File: src/rtl/riscv_conv_tile_fetch.sv
`default_nettype none
// ============================================================================
// Module   : riscv_conv_tile_fetch
// Purpose  : Gathers one TILE_DIM x TILE_DIM tile of 32-bit words from data
//            memory over an OBI-style load port. Word k is read from
//            base + (k / TILE_DIM) * stride + (k % TILE_DIM) * 4 and is
//            presented on tile_o, indexed k = 4*row + col, matching the
//            convolution unit's con_data[15:0] ordering.
// Ports    : clk, rst            - clock / asynchronous active-high reset
//            start_i             - fetch request, honoured only in IDLE
//            base_addr_i         - byte address of tile word 0
//            row_stride_i        - byte distance between tile rows
//            busy_o, done_o      - fetch in progress / one-cycle completion
//            tile_valid_o, err_o - tile complete and clean / sticky error
//            tile_o              - flat tile, word k at [32*k +: 32]
//            data_*              - OBI load port (req/gnt, rvalid/rdata/err)
// Revision : 1.0 - initial release
// ============================================================================
module riscv_conv_tile_fetch #(
    parameter int MAX_OUT  = 2,   // outstanding granted loads, 1..3
    parameter int TILE_DIM = 4    // only 4 is supported
) (
    input  wire logic                            clk,
    input  wire logic                            rst,
    input  wire logic                            start_i,
    input  wire logic [31:0]                     base_addr_i,
    input  wire logic [31:0]                     row_stride_i,
    output logic                                 busy_o,
    output logic                                 done_o,
    output logic                                 tile_valid_o,
    output logic                                 err_o,
    output logic [TILE_DIM*TILE_DIM*32-1:0]      tile_o,
    output logic                                 data_req_o,
    output logic [31:0]                          data_addr_o,
    output logic                                 data_we_o,
    output logic [3:0]                           data_be_o,
    input  wire logic                            data_gnt_i,
    input  wire logic                            data_rvalid_i,
    input  wire logic [31:0]                     data_rdata_i,
    input  wire logic                            data_err_i
);

    localparam int               WORDS     = TILE_DIM * TILE_DIM;
    localparam int               CNT_W     = $clog2(WORDS + 1);
    localparam int               IDX_W     = $clog2(WORDS);
    localparam logic [CNT_W-1:0] WORDS_C   = CNT_W'(WORDS);
    localparam logic [CNT_W-1:0] LAST_IDX  = CNT_W'(WORDS - 1);
    localparam logic [1:0]       MAX_OUT_C = 2'(MAX_OUT);

    typedef enum logic [1:0] {
        S_IDLE  = 2'd0,
        S_FETCH = 2'd1,
        S_DRAIN = 2'd2,
        S_DONE  = 2'd3
    } state_t;

    state_t             state_q;
    logic [CNT_W-1:0]   req_cnt_q;
    logic [CNT_W-1:0]   rsp_cnt_q;
    logic [1:0]         out_q;
    logic [31:0]        row_base_q;   // address of column 0 of the current request row
    logic [31:0]        stride_q;
    logic               busy_q;
    logic               done_q;
    logic               tile_valid_q;
    logic               err_q;
    logic [31:0]        tile_q [WORDS];

    logic               gnt_fire;
    logic               rsp_fire;
    logic               err_d;
    logic               misaligned;

    // Request eligibility uses only registered state, so a response in the
    // same cycle cannot open a slot early and the request stays stable
    // until it is granted.
    assign data_req_o  = (state_q == S_FETCH) && (req_cnt_q < WORDS_C) &&
                         (out_q < MAX_OUT_C);
    // Row base advances on the column-3 grant, so only the column offset is
    // added here and no multiplier is needed.
    assign data_addr_o = row_base_q + {28'd0, req_cnt_q[1:0], 2'b00};
    assign data_we_o   = 1'b0;
    assign data_be_o   = 4'hF;

    assign gnt_fire   = data_req_o & data_gnt_i;
    // A response with nothing outstanding is a leftover from before a reset.
    assign rsp_fire   = data_rvalid_i & (out_q != 2'd0);
    assign err_d      = err_q | (rsp_fire & data_err_i);
    assign misaligned = (base_addr_i[1:0] != 2'b00) || (row_stride_i[1:0] != 2'b00);

    always_ff @(posedge clk or posedge rst) begin
        if (rst) begin
            state_q      <= S_IDLE;
            req_cnt_q    <= '0;
            rsp_cnt_q    <= '0;
            out_q        <= 2'd0;
            row_base_q   <= 32'd0;
            stride_q     <= 32'd0;
            busy_q       <= 1'b0;
            done_q       <= 1'b0;
            tile_valid_q <= 1'b0;
            err_q        <= 1'b0;
            for (int k = 0; k < WORDS; k++) begin
                tile_q[k] <= 32'd0;
            end
        end else begin
            done_q <= 1'b0;
            err_q  <= err_d;

            if (gnt_fire) begin
                req_cnt_q <= req_cnt_q + 1'b1;
                if (req_cnt_q[1:0] == 2'b11) begin
                    row_base_q <= row_base_q + stride_q;
                end
            end

            if (rsp_fire) begin
                rsp_cnt_q <= rsp_cnt_q + 1'b1;
                // An errored word is counted but leaves the old contents.
                if (!data_err_i) begin
                    tile_q[rsp_cnt_q[IDX_W-1:0]] <= data_rdata_i;
                end
            end

            // Simultaneous grant and response leave the count unchanged.
            if (gnt_fire && !rsp_fire) begin
                out_q <= out_q + 2'd1;
            end else if (!gnt_fire && rsp_fire) begin
                out_q <= out_q - 2'd1;
            end

            case (state_q)
                S_IDLE: begin
                    if (start_i) begin
                        req_cnt_q    <= '0;
                        rsp_cnt_q    <= '0;
                        out_q        <= 2'd0;
                        row_base_q   <= base_addr_i;
                        stride_q     <= row_stride_i;
                        tile_valid_q <= 1'b0;
                        if (misaligned) begin
                            err_q   <= 1'b1;
                            done_q  <= 1'b1;
                            state_q <= S_DONE;
                        end else begin
                            err_q   <= 1'b0;
                            busy_q  <= 1'b1;
                            state_q <= S_FETCH;
                        end
                    end
                end
                S_FETCH: begin
                    if (gnt_fire && (req_cnt_q == LAST_IDX)) begin
                        state_q <= S_DRAIN;
                    end
                end
                S_DRAIN: begin
                    if (rsp_fire && (rsp_cnt_q == LAST_IDX)) begin
                        state_q      <= S_DONE;
                        busy_q       <= 1'b0;
                        done_q       <= 1'b1;
                        tile_valid_q <= ~err_d;
                    end
                end
                S_DONE: begin
                    state_q <= S_IDLE;
                end
                default: begin
                    state_q <= S_IDLE;
                end
            endcase
        end
    end

    generate
        for (genvar k = 0; k < WORDS; k++) begin : g_tile
            assign tile_o[k*32 +: 32] = tile_q[k];
        end
    endgenerate

    assign busy_o       = busy_q;
    assign done_o       = done_q;
    assign tile_valid_o = tile_valid_q;
    assign err_o        = err_q;

endmodule
`default_nettype wire

File: config.mk
export PLATFORM = sky130hd
export DESIGN_NAME = riscv_conv_tile_fetch
export DESIGN_NICKNAME = d
export VERILOG_FILES = /design/src/rtl/riscv_conv_tile_fetch.sv
export SDC_FILE = /design/constraint.sdc
export NUM_CORES = 1
export LEC_CHECK = 0
export CAP_MARGIN = 25
export CORE_AREA = 2 2 257 259
export CTS_BUF_LIST = sky130_fd_sc_hd__clkbuf_8 sky130_fd_sc_hd__clkbuf_16
export DETAILED_ROUTE_END_ITERATION = 16
export DIE_AREA = 0 0 259 261
export PLACE_DENSITY = 0.66
export SYNTH_ARGS = -nofsm -noshare
export SYNTH_HDL_FRONTEND = slang
export SYNTH_SLANG_ARGS = --single-unit
File: constraint.sdc
create_clock -name clk -period 23.8 [get_ports clk]
set_input_delay 2.38 -clock clk [delete_from_list [all_inputs] [get_ports clk]]
set_output_delay 2.38 -clock clk [all_outputs]
set_load 0.02 [all_outputs]
==> flow_metrics.py <==
metrics = {
    "status": {
        "outcome": "finished clean",
    },
    "routing": {
        "drt-total-wl_um": 83300,
        "dr.pass1.iters": 6,
        "drc": 0,
        "vias": 17700,
        "vias_per_cell": 5.17,
        "avgRoutedWirePerCell_um": 24.4,
        "drt_iter0_markers": 1127,
        "ant_nets": 0,
    },
    "die": {
        "die_w_um": 259,
        "io-pin-count": 656,
        "core_um2": 65000,
        "core.rowCount": 94,
        "initial_utilization_pct": 38.3,
        "dieArea_um2": 67600,
        "die_h_um": 261,
    },
    "synth": {
        "yosysWarnings": 0,
        "syn_area_um2": 24900,
        "synth_common_cells": "dfrtp_1, mux2_2, nand2_1",
        "syn_avg_cell_area_um2": 13.3,
        "synth_ff_type": "dfrtp_1",
        "synth_top_area_cell": "dfrtp_1",
        "synth_area_leaders": "dfrtp_1, mux2_2, nand2_1",
        "synth-seq-cells": 594,
        "synth_most_common_cell": "dfrtp_1",
        "synth_cell_types": 55,
        "async_reset_ff_share_pct": 100,
        "synth_top_area_share_pct": 59.7,
        "yosysSeqAreaShare_pct": 59.7,
        "synth_edf_count": 0,
        "syn_inst": 1873,
    },
    "global_route": {
        "grt_max_degree": 165,
        "grt.total_usage_pct": 24.3,
        "gr-total-overflow": 0,
        "grt_pass1_wl_um": 122000,
        "grt_pass1_vias": 18600,
        "antenna_found_initial": 1,
    },
    "timing": {
        "fin_tns_setup_ps": 0,
        "timing.final.crit_period_ps": 6340,
        "fmax_mhz": 158,
        "relSlewSlack_pct": 37.8,
        "fin_crit_sh_pct": 26.6,
        "slew_violations": 0,
        "fin_hold_ws_ps": 482,
        "skew_ps": 19.6,
        "hold_violations": 0,
        "finalSetupViolCount": 0,
        "rsz0062_at_grt": "no",
        "tightest_slew_ps": 933,
    },
    "critical_path": {
        "r2r-start": "row_base_q[1]",
        "reg2reg_to": "row_base_q[31]",
        "worstSetupPathType": "reg2out",
        "crit_required_ps": 21420,
        "arrival_ps": 3960,
        "end_kind": "output port",
        "reg2reg_slack_ps": 20760,
        "start_kind": "register",
        "r2r_cells": 9,
        "worstPathMaxFanout": 5,
    },
    "clock_tree": {
        "clock_sinks": 594,
        "cts.htree.levels": 3,
        "cts_hold_buf": 0,
        "clock-root-buffer": "clkbuf_16",
        "postCtsResizedCells": 0,
        "clk_pin_slew_ps": 60,
        "cts_tree": "built",
        "clock_latency_ps": 600,
        "cts_inserted_buffers": 66,
        "postCtsSetupBuffers": 0,
        "clockBufferDepth": 3,
    },
    "job": {
        "drv_cap": 0,
    },
    "placement": {
        "placed_cell_area_um2": 32300,
        "routabilityCongestion": 0.918,
        "io_buffers": 650,
        "hpwl_um": 57900,
        "placedCellCount": 3293,
    },
    "min_path": {
        "hold_class": "reg2reg",
        "hp-start": "stride_q[9]",
        "hold_path_depth": 2,
        "min_to": "stride_q[9]",
    },
    "finish": {
        "final_cells": 3414,
        "postLayoutCellArea_um2": 34600,
        "nNetsFinal": 2648,
        "area_growth_pct": 39.0,
        "fin_util_pct": 53.3,
        "layout-drive-gt1-share_pct": 26.4,
    },
    "power_and_ir_drop": {
        "p_per_area_nw_per_um2": 127,
        "cellLeakagePower_uw": 0.0161,
        "peakVddDrop_mv": 0.0816,
    },
}
## where the power goes
group	internal, uW	switching [uW]
registers	1310	208
clock network	600	428
logic	876	981
total	2790	1620
## worst max path at each step
stage	from	to	slack, ps	cells after the start
2_1_floorplan	rst	busy_o	4800	1
3_3_place_gp	req_cnt_q[0]	data_addr_o[26]	18090	9
3_5_place_dp	req_cnt_q[0]	data_addr_o[26]	18100	9
4_1_cts	req_cnt_q[0]	data_addr_o[26]	17420	9
5_1_grt	req_cnt_q[0]	data_addr_o[26]	17270	9
6_report	req_cnt_q[0]	data_addr_o[26]	17460	9
## per-layer routing
layer,track usage (%),share of wire (%),routed length (um),up-vias
li1,-,-,-,7780
met1,29.1,39,32200,9078
met3,8.63,8.9,7440,162
met2,40.3,49,40500,637
met5,0,0,0,-
met4,8.85,3.7,3080,0
## cell type report
cell class | count | area (um^2)
inverter | 20 | 82.6
antenna | 1 | 2.50
sequential | 594 | 14900
fill | 5506 | 30400
multi-input combinational | 1139 | 9590
clock buffer | 83 | 1890
tap | 864 | 1080
clock inverter | 34 | 340
timing repair buffer | 679 | 6800
## cells in the final DEF, fill, tap and decap left out, types with 25 or more instances in the layout
cell type,count
nand3_1,29
clkdlybuf4s50_1,650
buf_4,25
ha_1,44
clkbuf_16,66
inv_1,32
a21oi_1,69
dfrtp_1,594
o21ai_0,38
mux2_2,512
xnor2_1,42
nor2_1,57
nand2_1,166
## state kept, by name (all words and copies together), names as in the netlist
signal        cells
tile_valid_o      1
out_q             2
done_o            1
rsp_cnt_q         5
err_o             1
tile_o          512
req_cnt_q         5
busy_o            1
state_q           2
row_base_q       32
stride_q         32
## per-stage QoR
stage / total power (uW) / setup WS, ps
floorplan: 2520 / 4800
CTS: 4430 / 17420
global placement: 3350 / 18090
finish: 4410 / 17460
global route: 4630 / 17270
detailed placement: 3380 / 18100
## kinds of logic after synthesis
family,count (synthesis),synth area share (%)
flip-flops,594,59.7
multiplexers,515,23.3
AND/OR/NAND/NOR,344,6.15
AO/OA/AOI/OAI,172,4.25
buffers and inverters,143,2.27
XOR/XNOR,57,2.00
adder cells (fa/ha/maj),46,2.37
other,2,0.0301
## worst max-delay path, stage by stage (launching register included)
cell and delay, ps:
dfrtp_1 410, ha_1 200, inv_1 70, fa_1 440, or2_2 370, nor3_1 550, nand3_1 340, nor2_1 210
xor2_1 160, clkdlybuf4s50_1 620
Power figures use the tool's default switching activity.
